### src/rtl/iscas_bist_ctrl_if.sv
// BIST controller <-> wrapper bundle: run control, pattern out, response in, signature out.
// Master side drives start/po/golden and observes the controller; slave side is the controller.
interface iscas_bist_ctrl_if #(
  parameter int PI_W = 3,
  parameter int PO_W = 6
);
  logic            start;
  logic            busy;
  logic            done;
  logic [PI_W-1:0] pat;
  logic [PO_W-1:0] po;
  logic [15:0]     golden;
  logic [15:0]     sig;
  logic            pass;

  modport master (
    output start, po, golden,
    input  busy, done, pat, sig, pass
  );

  modport slave (
    input  start, po, golden,
    output busy, done, pat, sig, pass
  );
endinterface

### src/rtl/iscas_bist_ctrl.sv
// LFSR pattern source + MISR compactor for ISCAS89 BIST; N_PAT+LATENCY cycles from START to DONE.
// No backpressure: START is accepted only in IDLE/DONE and ignored while a run is in flight.
module iscas_bist_ctrl #(
  parameter int          PI_W    = 3,
  parameter int          PO_W    = 6,
  parameter int          N_PAT   = 256,
  parameter int          LATENCY = 1,
  parameter logic [15:0] SEED    = 16'hACE1
) (
  input logic              ck,
  input logic              rn,
  iscas_bist_ctrl_if.slave bus
);

  typedef enum logic [1:0] {S_IDLE, S_RUN, S_DRAIN, S_DONE} state_t;

  localparam int          PIPE_W = (LATENCY == 0) ? 1 : LATENCY;
  localparam logic [15:0] LAST   = 16'(N_PAT - 1);
  localparam logic [2:0]  DLAST  = 3'(LATENCY - 1);

  state_t            state;
  logic [15:0]       lfsr;
  logic [15:0]       misr;
  logic [15:0]       cnt;
  logic [2:0]        dcnt;
  logic [PIPE_W-1:0] vpipe;
  logic              arm;
  logic              busy_q;
  logic              done_q;
  logic              pass_q;

  logic              run;
  logic              cap;
  logic              go;
  logic              last_pat;
  logic [15:0]       lfsr_nxt;
  logic [15:0]       misr_nxt;

  assign run      = (state == S_RUN);
  // Each RUN cycle launches a valid token; it reaches the pipe end when that pattern's response is on po.
  assign cap      = (LATENCY == 0) ? run : vpipe[PIPE_W-1];
  assign last_pat = (cnt == LAST);
  assign lfsr_nxt = {lfsr[0] ^ lfsr[2] ^ lfsr[3] ^ lfsr[5], lfsr[15:1]};
  assign misr_nxt = cap ? ({misr[0] ^ misr[2] ^ misr[3] ^ misr[5], misr[15:1]} ^ 16'(bus.po))
                        : misr;
  // arm is low for the first edge after reset release, so a START overlapping deassertion is dropped.
  assign go       = bus.start && arm && ((state == S_IDLE) || (state == S_DONE));

  always_ff @(posedge ck or negedge rn) begin
    if (!rn) begin
      state  <= S_IDLE;
      lfsr   <= SEED;
      misr   <= 16'h0000;
      cnt    <= 16'h0000;
      dcnt   <= 3'd0;
      vpipe  <= '0;
      arm    <= 1'b0;
      busy_q <= 1'b0;
      done_q <= 1'b0;
      pass_q <= 1'b0;
    end else begin
      arm      <= 1'b1;
      vpipe[0] <= run;
      for (int i = 1; i < PIPE_W; i++) begin
        vpipe[i] <= vpipe[i-1];
      end
      misr <= misr_nxt;
      case (state)
        S_IDLE, S_DONE: begin
          if (go) begin
            lfsr   <= SEED;
            misr   <= 16'h0000;
            cnt    <= 16'h0000;
            state  <= S_RUN;
            busy_q <= 1'b1;
            done_q <= 1'b0;
            pass_q <= 1'b0;
          end
        end
        S_RUN: begin
          cnt  <= cnt + 16'd1;
          dcnt <= 3'd0;
          // The last pattern stays on pat through DRAIN, so the LFSR does not step past it.
          if (last_pat) begin
            if (LATENCY == 0) begin
              state  <= S_DONE;
              busy_q <= 1'b0;
              done_q <= 1'b1;
              pass_q <= (misr_nxt == bus.golden);
            end else begin
              state <= S_DRAIN;
            end
          end else begin
            lfsr <= lfsr_nxt;
          end
        end
        S_DRAIN: begin
          dcnt <= dcnt + 3'd1;
          if (dcnt == DLAST) begin
            state  <= S_DONE;
            busy_q <= 1'b0;
            done_q <= 1'b1;
            pass_q <= (misr_nxt == bus.golden);
          end
        end
        default: state <= S_IDLE;
      endcase
    end
  end

  assign bus.pat  = lfsr[PI_W-1:0];
  assign bus.sig  = misr;
  assign bus.busy = busy_q;
  assign bus.done = done_q;
  assign bus.pass = pass_q;

endmodule

### src/flat_wrapper.sv
// flat-port wrapper written by rule: the top's interface ports become plain ports
module iscas_bist_ctrl_flat 
#(
  parameter int          PI_W    = 3,
  parameter int          PO_W    = 6,
  parameter int          N_PAT   = 256,
  parameter int          LATENCY = 1,
  parameter logic [15:0] SEED    = 16'hACE1
)
  (ck, rn, bus_start, bus_po, bus_golden, bus_busy, bus_done, bus_pat, bus_sig, bus_pass);
  iscas_bist_ctrl_if #(.PI_W(PI_W), .PO_W(PO_W)) bus_i ();
  input logic ck;
  input logic rn;
  input wire logic [$bits(bus_i.start)-1:0] bus_start;
  input wire logic [$bits(bus_i.po)-1:0] bus_po;
  input wire logic [$bits(bus_i.golden)-1:0] bus_golden;
  output wire logic [$bits(bus_i.busy)-1:0] bus_busy;
  output wire logic [$bits(bus_i.done)-1:0] bus_done;
  output wire logic [$bits(bus_i.pat)-1:0] bus_pat;
  output wire logic [$bits(bus_i.sig)-1:0] bus_sig;
  output wire logic [$bits(bus_i.pass)-1:0] bus_pass;
  assign bus_i.start = bus_start;
  assign bus_i.po = bus_po;
  assign bus_i.golden = bus_golden;
  assign bus_busy = bus_i.busy;
  assign bus_done = bus_i.done;
  assign bus_pat = bus_i.pat;
  assign bus_sig = bus_i.sig;
  assign bus_pass = bus_i.pass;
  iscas_bist_ctrl #(.PI_W(PI_W), .PO_W(PO_W), .N_PAT(N_PAT), .LATENCY(LATENCY), .SEED(SEED)) u_core (.ck(ck), .rn(rn), .bus(bus_i));
endmodule
### config.mk
export PLATFORM = sky130hd
export DESIGN_NAME = iscas_bist_ctrl_flat
export DESIGN_NICKNAME = d
export VERILOG_FILES = /design/src/rtl/iscas_bist_ctrl_if.sv /design/src/rtl/iscas_bist_ctrl.sv /design/src/flat_wrapper.sv
export SDC_FILE = /design/constraint.sdc
export NUM_CORES = 1
export LEC_CHECK = 0
export ABC_CLOCK_PERIOD_IN_PS = 1900
export CELL_PAD_IN_SITES_DETAIL_PLACEMENT = 0
export CELL_PAD_IN_SITES_GLOBAL_PLACEMENT = 1
export CORE_UTILIZATION = 30
export DETAILED_ROUTE_END_ITERATION = 7
export PLACE_DENSITY = 0.73
export SYNTH_ARGS = -nofsm -noshare
export SYNTH_HDL_FRONTEND = slang
export SYNTH_SLANG_ARGS = --single-unit
### constraint.sdc
create_clock -name ck -period 1.9 [get_ports ck]
set_input_delay 0.57 -clock ck [delete_from_list [all_inputs] [get_ports ck]]
set_output_delay 0.57 -clock ck [all_outputs]
set_load 0.005 [all_outputs]
==> reports/results.tsv, run 1 <==
stage	metric	value	unit
placed_design	place_inst	513	
drt	first_iter_violations	83	
worst_setup_path	critPathKind	in -> reg	
yosys	netlist_instances	314	
drt	ant_nets	0	
worst_setup_path	cp-endpoint	u_core.cnt[9]$_DFFE_PN0P_	
worst_setup_path	crit_family	buffers and inverters	
yosys	synth-seq-cells	58	
drt	wire_per_inst	13.1	um
yosys	async_flop_share	100	%
power_and_ir_drop	powerDensity	1600	nW/um2
die	die_w	103	um
grt	grt_max_degree	59	
power_and_ir_drop	combinationalPowerShare	52.4	%
worst_setup_path	crit_path_top_delay_cell	clkdlybuf4s50_1	
final_layout	diodes	0	
worst_setup_path	crit_chain	clkdlybuf4s50_1, and3_4, buf_4, o21bai_2, buf_4, or3_1, a21oi_1	
power_and_ir_drop	power.leakage	1.94	nW
drt	vias	2539	
timing	slew_viol_final	0	
worst_setup_path	critPathLaunchType	input pin	
die	die-area	10700	um2
timing	fin_crit	1.85	ns
clock_tree	clock_sinks	58	
run_status	status	finished clean	
worst_setup_path	crit_required	2.15	ns
worst_setup_path	cp-startpoint	bus_start	
worst_setup_path	rr_startpoint	u_core.state[1]$_DFFE_PN0P_	
drt	vias_per_cell	4.58	
clock_tree	htreeDepth	3	
power_and_ir_drop	seq_power_share	29.1	%
grt	antenna_found_initial	0	
clock_tree	cts_tree	built	
drt	drc	0	
power_and_ir_drop	switching_power	2.57	mW
power_and_ir_drop	p_sw_share	36.5	%
worst_setup_path	path_depth	7	
final_layout	drive_gt1_share	25.9	%
timing	hold_viol_final	0	
worst_setup_path	end_kind	register	
worst_setup_path	crit_path_max_fanout	4	
yosys	ys_types	42	
die	die_y	103	um
grt	track_usage	14.6	%
worst_setup_path	timing.rr.end	u_core.cnt[9]$_DFFE_PN0P_	
worst_setup_path	path_buf_inv	3	
die	num_rows	36	
final_layout	final_cells	554	
power_and_ir_drop	p_clk_share	18.5	%
final_layout	syn2layout_area_growth	42.9	%
die	ios	47	
worst_setup_path	r2r_slack	0.09	ns
timing	max_freq	540	MHz
yosys	syn_area_per_cell	9.81	um2
final_layout	nets	447	
yosys	ys_seq_area_share	47.4	%
yosys	synthesis.area	3080	um2
power_and_ir_drop	power.internal	4.48	mW
worst_setup_path	reg2regPathDepth	7	
drt	dr.pass1.iters	4	
die	initial_core_util	31.2	%
timing	setup_ws	0.0495	ns
grt	grt_pass1_vias	2499	
worst_setup_path	max_stage_delay	0.52	ns
die	coreArea	9860	um2
clock_tree	root_buffer	clkbuf_8	
hold_path	worstHoldPathType	in -> async	
timing	post-route-period-util	97.4	%
placed_design	dp_hpwl	4750	um
power_and_ir_drop	ir_drop	0.988	mV
yosys	syn-num-nets	345	
placed_design	gp_congestion	0.798	
placed_design	dpl_worst_slack	-0.475	ns
grt	grt_overflow	0	
yosys	yosysWarnings	0	
worst_setup_path	cpMostUsedCell	buf_4	
timing	fin_worst_skew	0.0149	ns
clock_tree	clk_pin_slew_worst_paths	0.07	ns
clock_tree	max-clock-path-buffers	2	
yosys	synth_flop_cell	dfrtp_1	
clock_tree	clock_latency	0.34	ns
grt	grt_pass1_wl	11800	um
worst_setup_path	critPathArrivalTime	2.10	ns
yosys	synth_edf_count	0	
placed_design	numPortBuffers	46	
clock_tree	cts_buffers	9	
timing	setup_viol	0	
flow_run	drv_cap	0	
drt	drt-total-wl	7240	um
per-layer routing:
| metal | vias to the layer above | track usage [%] | routed length [um] |
|---|---|---|---|
| li1 | 1259 | - | - |
| met1 | 1211 | 19.3 | 3590 |
| met2 | 61 | 23.2 | 3150 |
| met3 | 8 | 4.37 | 418 |
| met4 | 0 | 4.55 | 80 |
| met5 | - | 0 | 0 |
final cells by class:
class,count,area [um2]
fillers,941,5460
multi-input cells,223,1540
flip-flops and latches,58,1470
repair buffers,106,930
well taps,133,166
clock buffers,12,155
clock inverters,4,73.8
inverters,18,67.6
Yosys cell counts, types with 4 or more instances:
cell type / number / area, um2
nand3_1: 13 / 65.1
xnor2_1: 26 / 228
inv_1: 18 / 67.6
ha_1: 6 / 75.1
o21ai_1: 21 / 105
a31oi_1: 6 / 37.5
nor2_1: 43 / 161
a211oi_1: 7 / 52.6
nand2_1: 21 / 78.8
and3_1: 5 / 31.3
dfrtp_1: 50 / 1250
nand4_1: 7 / 43.8
dfstp_2: 8 / 210
xor2_1: 25 / 219
mux2i_1: 12 / 120
buf_4: 4 / 30.0
clkbuf_1: 6 / 22.5
cells by family after synthesis:
kind of cell / after synthesis / synth area share [%]
buffers and inverters: 34 / 5.24
AO/OA/AOI/OAI: 48 / 10.2
XOR/XNOR: 51 / 14.5
other: 1 / 0.122
AND/OR/NAND/NOR: 102 / 15.4
multiplexers: 14 / 4.63
flip-flops: 58 / 47.4
adder cells (fa/ha/maj): 6 / 2.44
worst register-to-register path: cells and delay by family (launching register included):
family,cells,cell delay [ns]
adders and majority gates,1,0.32
DFF,1,0.42
AOI/OAI and AO/OA,2,0.22
and+or+nand+nor,2,0.51
buffers and inverters,2,0.26
stage by stage:
step / setup TNS [ns] / utilization, % / power (mW) / hold slack, ns / cell area (um2)
final: 0 / 44.6 / 7.05 / 0.223 / 4400
after global routing: -0.0191 / 44.6 / 7.60 / 0.247 / 4400
after CTS: -0.0308 / 42.3 / 6.61 / 0.232 / 4180
after detailed placement: -11.20 / 39.4 / 5.12 / 0.466 / 3890
after global placement: -9.49 / 39.4 / 5.05 / 0.462 / 3890
after floorplan: 0 / - / 3.92 / 0.274 / 3080
power by group through the flow:
stage                     clock network, mW  registers, mW  logic (mW)
after floorplan                           0           2.04        1.88
after global placement                    0           2.12        2.94
after detailed placement                  0           2.12        3.00
after CTS                              1.35           2.12        3.15
after global routing                   1.40           2.11        4.09
final                                  1.31           2.05        3.69
how the worst min path moves through the flow:
| stage | startpoint | to | slack, ns | depth (start not counted) |
|---|---|---|---|---|
| final | rn | u_core.bus.sig[1]$_DFF_PN0_ | 0.22 | 2 |
| after global routing | rn | u_core.bus.sig[1]$_DFF_PN0_ | 0.25 | 2 |
| after CTS | rn | u_core.bus.sig[1]$_DFF_PN0_ | 0.23 | 2 |
| after detailed placement | u_core.lfsr[10]$_DFFE_PN1P_ | u_core.lfsr[10]$_DFFE_PN1P_ | 0.47 | 2 |
| after global placement | u_core.lfsr[6]$_DFFE_PN1P_ | u_core.lfsr[6]$_DFFE_PN1P_ | 0.46 | 2 |
| after floorplan | rn | u_core.arm$_DFF_PN0_ | 0.27 | 0 |
cells in the final DEF (no fill, tap or decap), types with 4 or more instances in the layout:
cell type | netlist | routed
dfstp_2 | 8 | 8
inv_1 | 18 | 18
ha_1 | 6 | 4
mux2i_1 | 12 | 12
and3_1 | 5 | 4
o21ai_1 | 21 | 21
clkbuf_8 | 0 | 11
nor2_1 | 43 | 42
nand3_1 | 13 | 13
buf_4 | 4 | 58
a31oi_1 | 6 | 6
dfrtp_2 | 0 | 6
nand2_1 | 21 | 21
a211oi_1 | 7 | 7
xor2_1 | 25 | 25
clkdlybuf4s50_1 | 0 | 44
xnor2_1 | 26 | 23
nand4_1 | 7 | 7
dfrtp_1 | 50 | 44
registers in the layout, summed over array words and instances (netlist names):
| name | count |
|---|---|
| u_core.bus.pass | 1 |
| u_core.bus.busy | 1 |
| u_core.state | 2 |
| u_core.lfsr | 16 |
| u_core.bus.done | 1 |
| u_core.arm | 1 |
| u_core.bus.sig | 16 |
| u_core.cap | 1 |
| u_core.cnt | 16 |
| u_core.dcnt | 3 |
what timing repair did:
action                                  CTS  global route
endpoints found under the setup margin   25            41
setup buffers                             2            22
pin swaps                                 1             2
resized for setup                        11            10
hold buffers                              0             0
gates cloned                              1             0
(Power assumes the default switching activity.)
==> run 2: changes to the inputs <==
Settings changed: ABC_CLOCK_PERIOD_IN_PS 1900 to 1700, MAX_ROUTING_LAYER set to met4.
Clock period 1.9 ns to 1.7 ns, I/O delays scaled along.
==> run 2 against run 1 <==
  * The run now ends with negative setup slack left
  * First-iteration DRC count is the same
  * Clock skew is 0.0037 ns lower
  * Critical path depth grew 1
  * Sequential share of layout area fell by 1.0 points
  * Count of clock-buffer cells in the layout is 1 higher
  * Worst hold slack got worse by 0.12 ns
  * Via count is 3.2% higher
  * Clock power down 18%
  * Sequential power up 8%
  * Sequential cell count did not move
  * Largest power group unchanged
==> reports/results.tsv, run 2 (same netlist as run 1, synthesis figures left out) <==
stage	metric	value	unit	change
grt	busiest_layer	met2		
drt	dr.pass1.iters	4		unchanged
placed_design	dp_hpwl	4920	um	+3.7%
final_layout	drive_gt1_share	31.3	%	+5.4 points
grt	grt_pass1_wl	11900	um	+0.46%
final_layout	syn2layout_area_growth	47.4	%	
grt	grt_overflow	0		unchanged
clock_tree	clock_sinks	58		unchanged
die	die_y	103	um	unchanged
power_and_ir_drop	fin_total_pwr	7.83	mW	+11%
grt	antenna_found_initial	1		+1
worst_setup_path	critPathLaunchType	register		
drt	vias	2619		+3.2%
die	die_w	103	um	unchanged
grt	track_usage	15.2	%	+0.53 points
final_layout	mostFrequentLayoutCells	buf_4 (64), dfrtp_1 (45), nor2_1 (41)		
drt	drt-total-wl	7470	um	+3.2%
worst_setup_path	critPathKind	reg -> reg		
worst_setup_path	critPathArrivalTime	1.93	ns	-0.17 ns
placed_design	placed_area	4000	um2	+2.8%
timing	grt_setup_unrepaired	yes		
grt	grt_util_met2	23.8	%	+0.67 points
timing	setup_viol	2		+2
final_layout	n_fill_cell	932		-0.96%
final_layout	final_area	4540	um2	+3.1%
clock_tree	holdBufCountCts	0		unchanged
drt	drc	0		unchanged
run_status	status	finished with violations		
flow_run	drv_cap	0		unchanged
die	ios	47		unchanged
timing	max_freq	585	MHz	
timing	post-route-period-util	101	%	
final_layout	nets	458		+2.5%
placed_design	gp_congestion	0.787		-1.3%
power_and_ir_drop	ir_drop	0.817	mV	-17%
grt	met1_usage	18.6	%	-0.66 points
worst_setup_path	cp-endpoint	u_core.cnt[7]$_DFFE_PN0P_		
final_layout	layout_commonest_cell	buf_4		
clock_tree	clk_pin_slew_worst_paths	0.07	ns	about the same
drt	ant_nets	0		unchanged
die	coreArea	9860	um2	unchanged
worst_setup_path	end_kind	register		
placed_design	numPortBuffers	46		unchanged
grt	gr-usage-met3	4.44	%	+0.067 points
grt	grt_max_degree	33		-44%
clock_tree	root_buffer	clkbuf_8		
final_layout	layout.area.seq	1470	um2	about the same
clock_tree	cts_buffers	9		unchanged
clock_tree	cts_tree	built		
final_layout	multiInputGateArea	1620	um2	+5.4%
worst_setup_path	reg2regPathDepth	8		+1
clock_tree	max-clock-path-buffers	2		unchanged
clock_tree	htreeDepth	3		unchanged
hold_path	worstHoldPathType	in -> async		
power_and_ir_drop	powerDensity	1720	nW/um2	+7.7%
worst_setup_path	r2r_slack	-0.01	ns	-0.10 ns
worst_setup_path	timing.rr.end	u_core.cnt[7]$_DFFE_PN0P_		
clock_tree	clock_latency	0.33	ns	about the same
grt	grt_pass1_vias	2502		+0.12%
placed_design	dpl_worst_slack	-0.407	ns	+0.0682 ns
drt	first_iter_violations	83		unchanged
placed_design	place_inst	523		+1.9%
timing	setup_ws	-0.0100	ns	-0.0595 ns
power_and_ir_drop	power.leakage	2.09	nW	+7.6%
timing	fin_worst_skew	0.0111	ns	-0.00372 ns
drt	vias_per_cell	4.63		+0.96%
worst_setup_path	crit_required	1.92	ns	-0.23 ns
final_layout	final_cells	566		+2.2%
timing	slew_viol_final	0		unchanged
die	num_rows	36		unchanged
final_layout	post-route-util	46.0	%	+1.4 points
worst_setup_path	crit_path_max_fanout	4		unchanged
die	die-area	10700	um2	unchanged
die	initial_core_util	31.2	%	unchanged
worst_setup_path	cp-startpoint	u_core.state[1]$_DFFE_PN0P_		
timing	hold_viol_final	0		unchanged
drt	wire_per_inst	13.2	um	+1.1%
run_status	violations	negative setup slack		
timing	fin_crit	1.71	ns	
worst_setup_path	rr_startpoint	u_core.state[1]$_DFFE_PN0P_		
[run 2: changes by cell type in the layout (fill, tap and decap cells not counted), moves of 4 or more]
| cell | change |
|---|---|
| dlygate4sd2_1 | +23 |
| buf_6 | +4 |
| buf_4 | +6 |
| clkdlybuf4s50_1 | -26 |
[run 2: power breakdown]
part,total [mW],switching (mW),internal [mW]
sequential,2.22,0.316,1.90
combinational,4.54,2.12,2.42
clock,1.08,0.515,0.562
total,7.83,2.95,4.88
[run 2: per-stage QoR]
step / hold slack (ns) / TNS, ns
3_3_place_gp: 0.460 / -9.02
6_report: 0.102 / -0.0178
4_1_cts: 0.0977 / 0
2_1_floorplan: 0.214 / 0
3_5_place_dp: 0.463 / -9.44
5_1_grt: 0.117 / -1.53
[run 2: worst max-delay path, cell delays in order (launching register included)]
cell	delay, ns
dfrtp_2	0.44
ha_4	0.27
and3_4	0.17
buf_6	0.12
o21bai_4	0.18
nor2_4	0.05
and3_4	0.17
xnor2_2	0.15
nor2_1	0.06
[run 2: worst min path at each step]
stage | from | endpoint | cells past startpoint | slack, ns
5_1_grt | rn | u_core.bus.sig[1]$_DFF_PN0_ | 1 | 0.12
3_5_place_dp | u_core.lfsr[6]$_DFFE_PN1P_ | u_core.lfsr[6]$_DFFE_PN1P_ | 2 | 0.46
4_1_cts | rn | u_core.bus.sig[1]$_DFF_PN0_ | 1 | 0.1
2_1_floorplan | rn | u_core.arm$_DFF_PN0_ | 0 | 0.21
6_report | rn | u_core.bus.sig[1]$_DFF_PN0_ | 1 | 0.10
3_3_place_gp | rn | u_core.bus.sig[1]$_DFF_PN0_ | 1 | 0.46
[run 2: per-layer routing]
layer,routed length [um],vias to the layer above
li1,-,1286
met1,3480,1249
met2,3420,73
met3,457,11
met4,118,0
met5,0,-
[run 2: area by class of cell]
class	instances	area share (%)
Antenna cell	1	0.0551
Clock buffer	13	3.28
Timing Repair Buffer	118	23.1
Sequential cell	58	32.3
Multi-Input combinational cell	222	35.8
Inverter	18	1.49
Tap cell	133	3.66
Clock inverter	3	0.331
[run 2: repair_timing]
item                                    CTS  global route
buffers inserted                         21             3
endpoints found under the setup margin   30            33
gates cloned                              0             2
resized for setup                        40            25
pin swaps                                 6            11
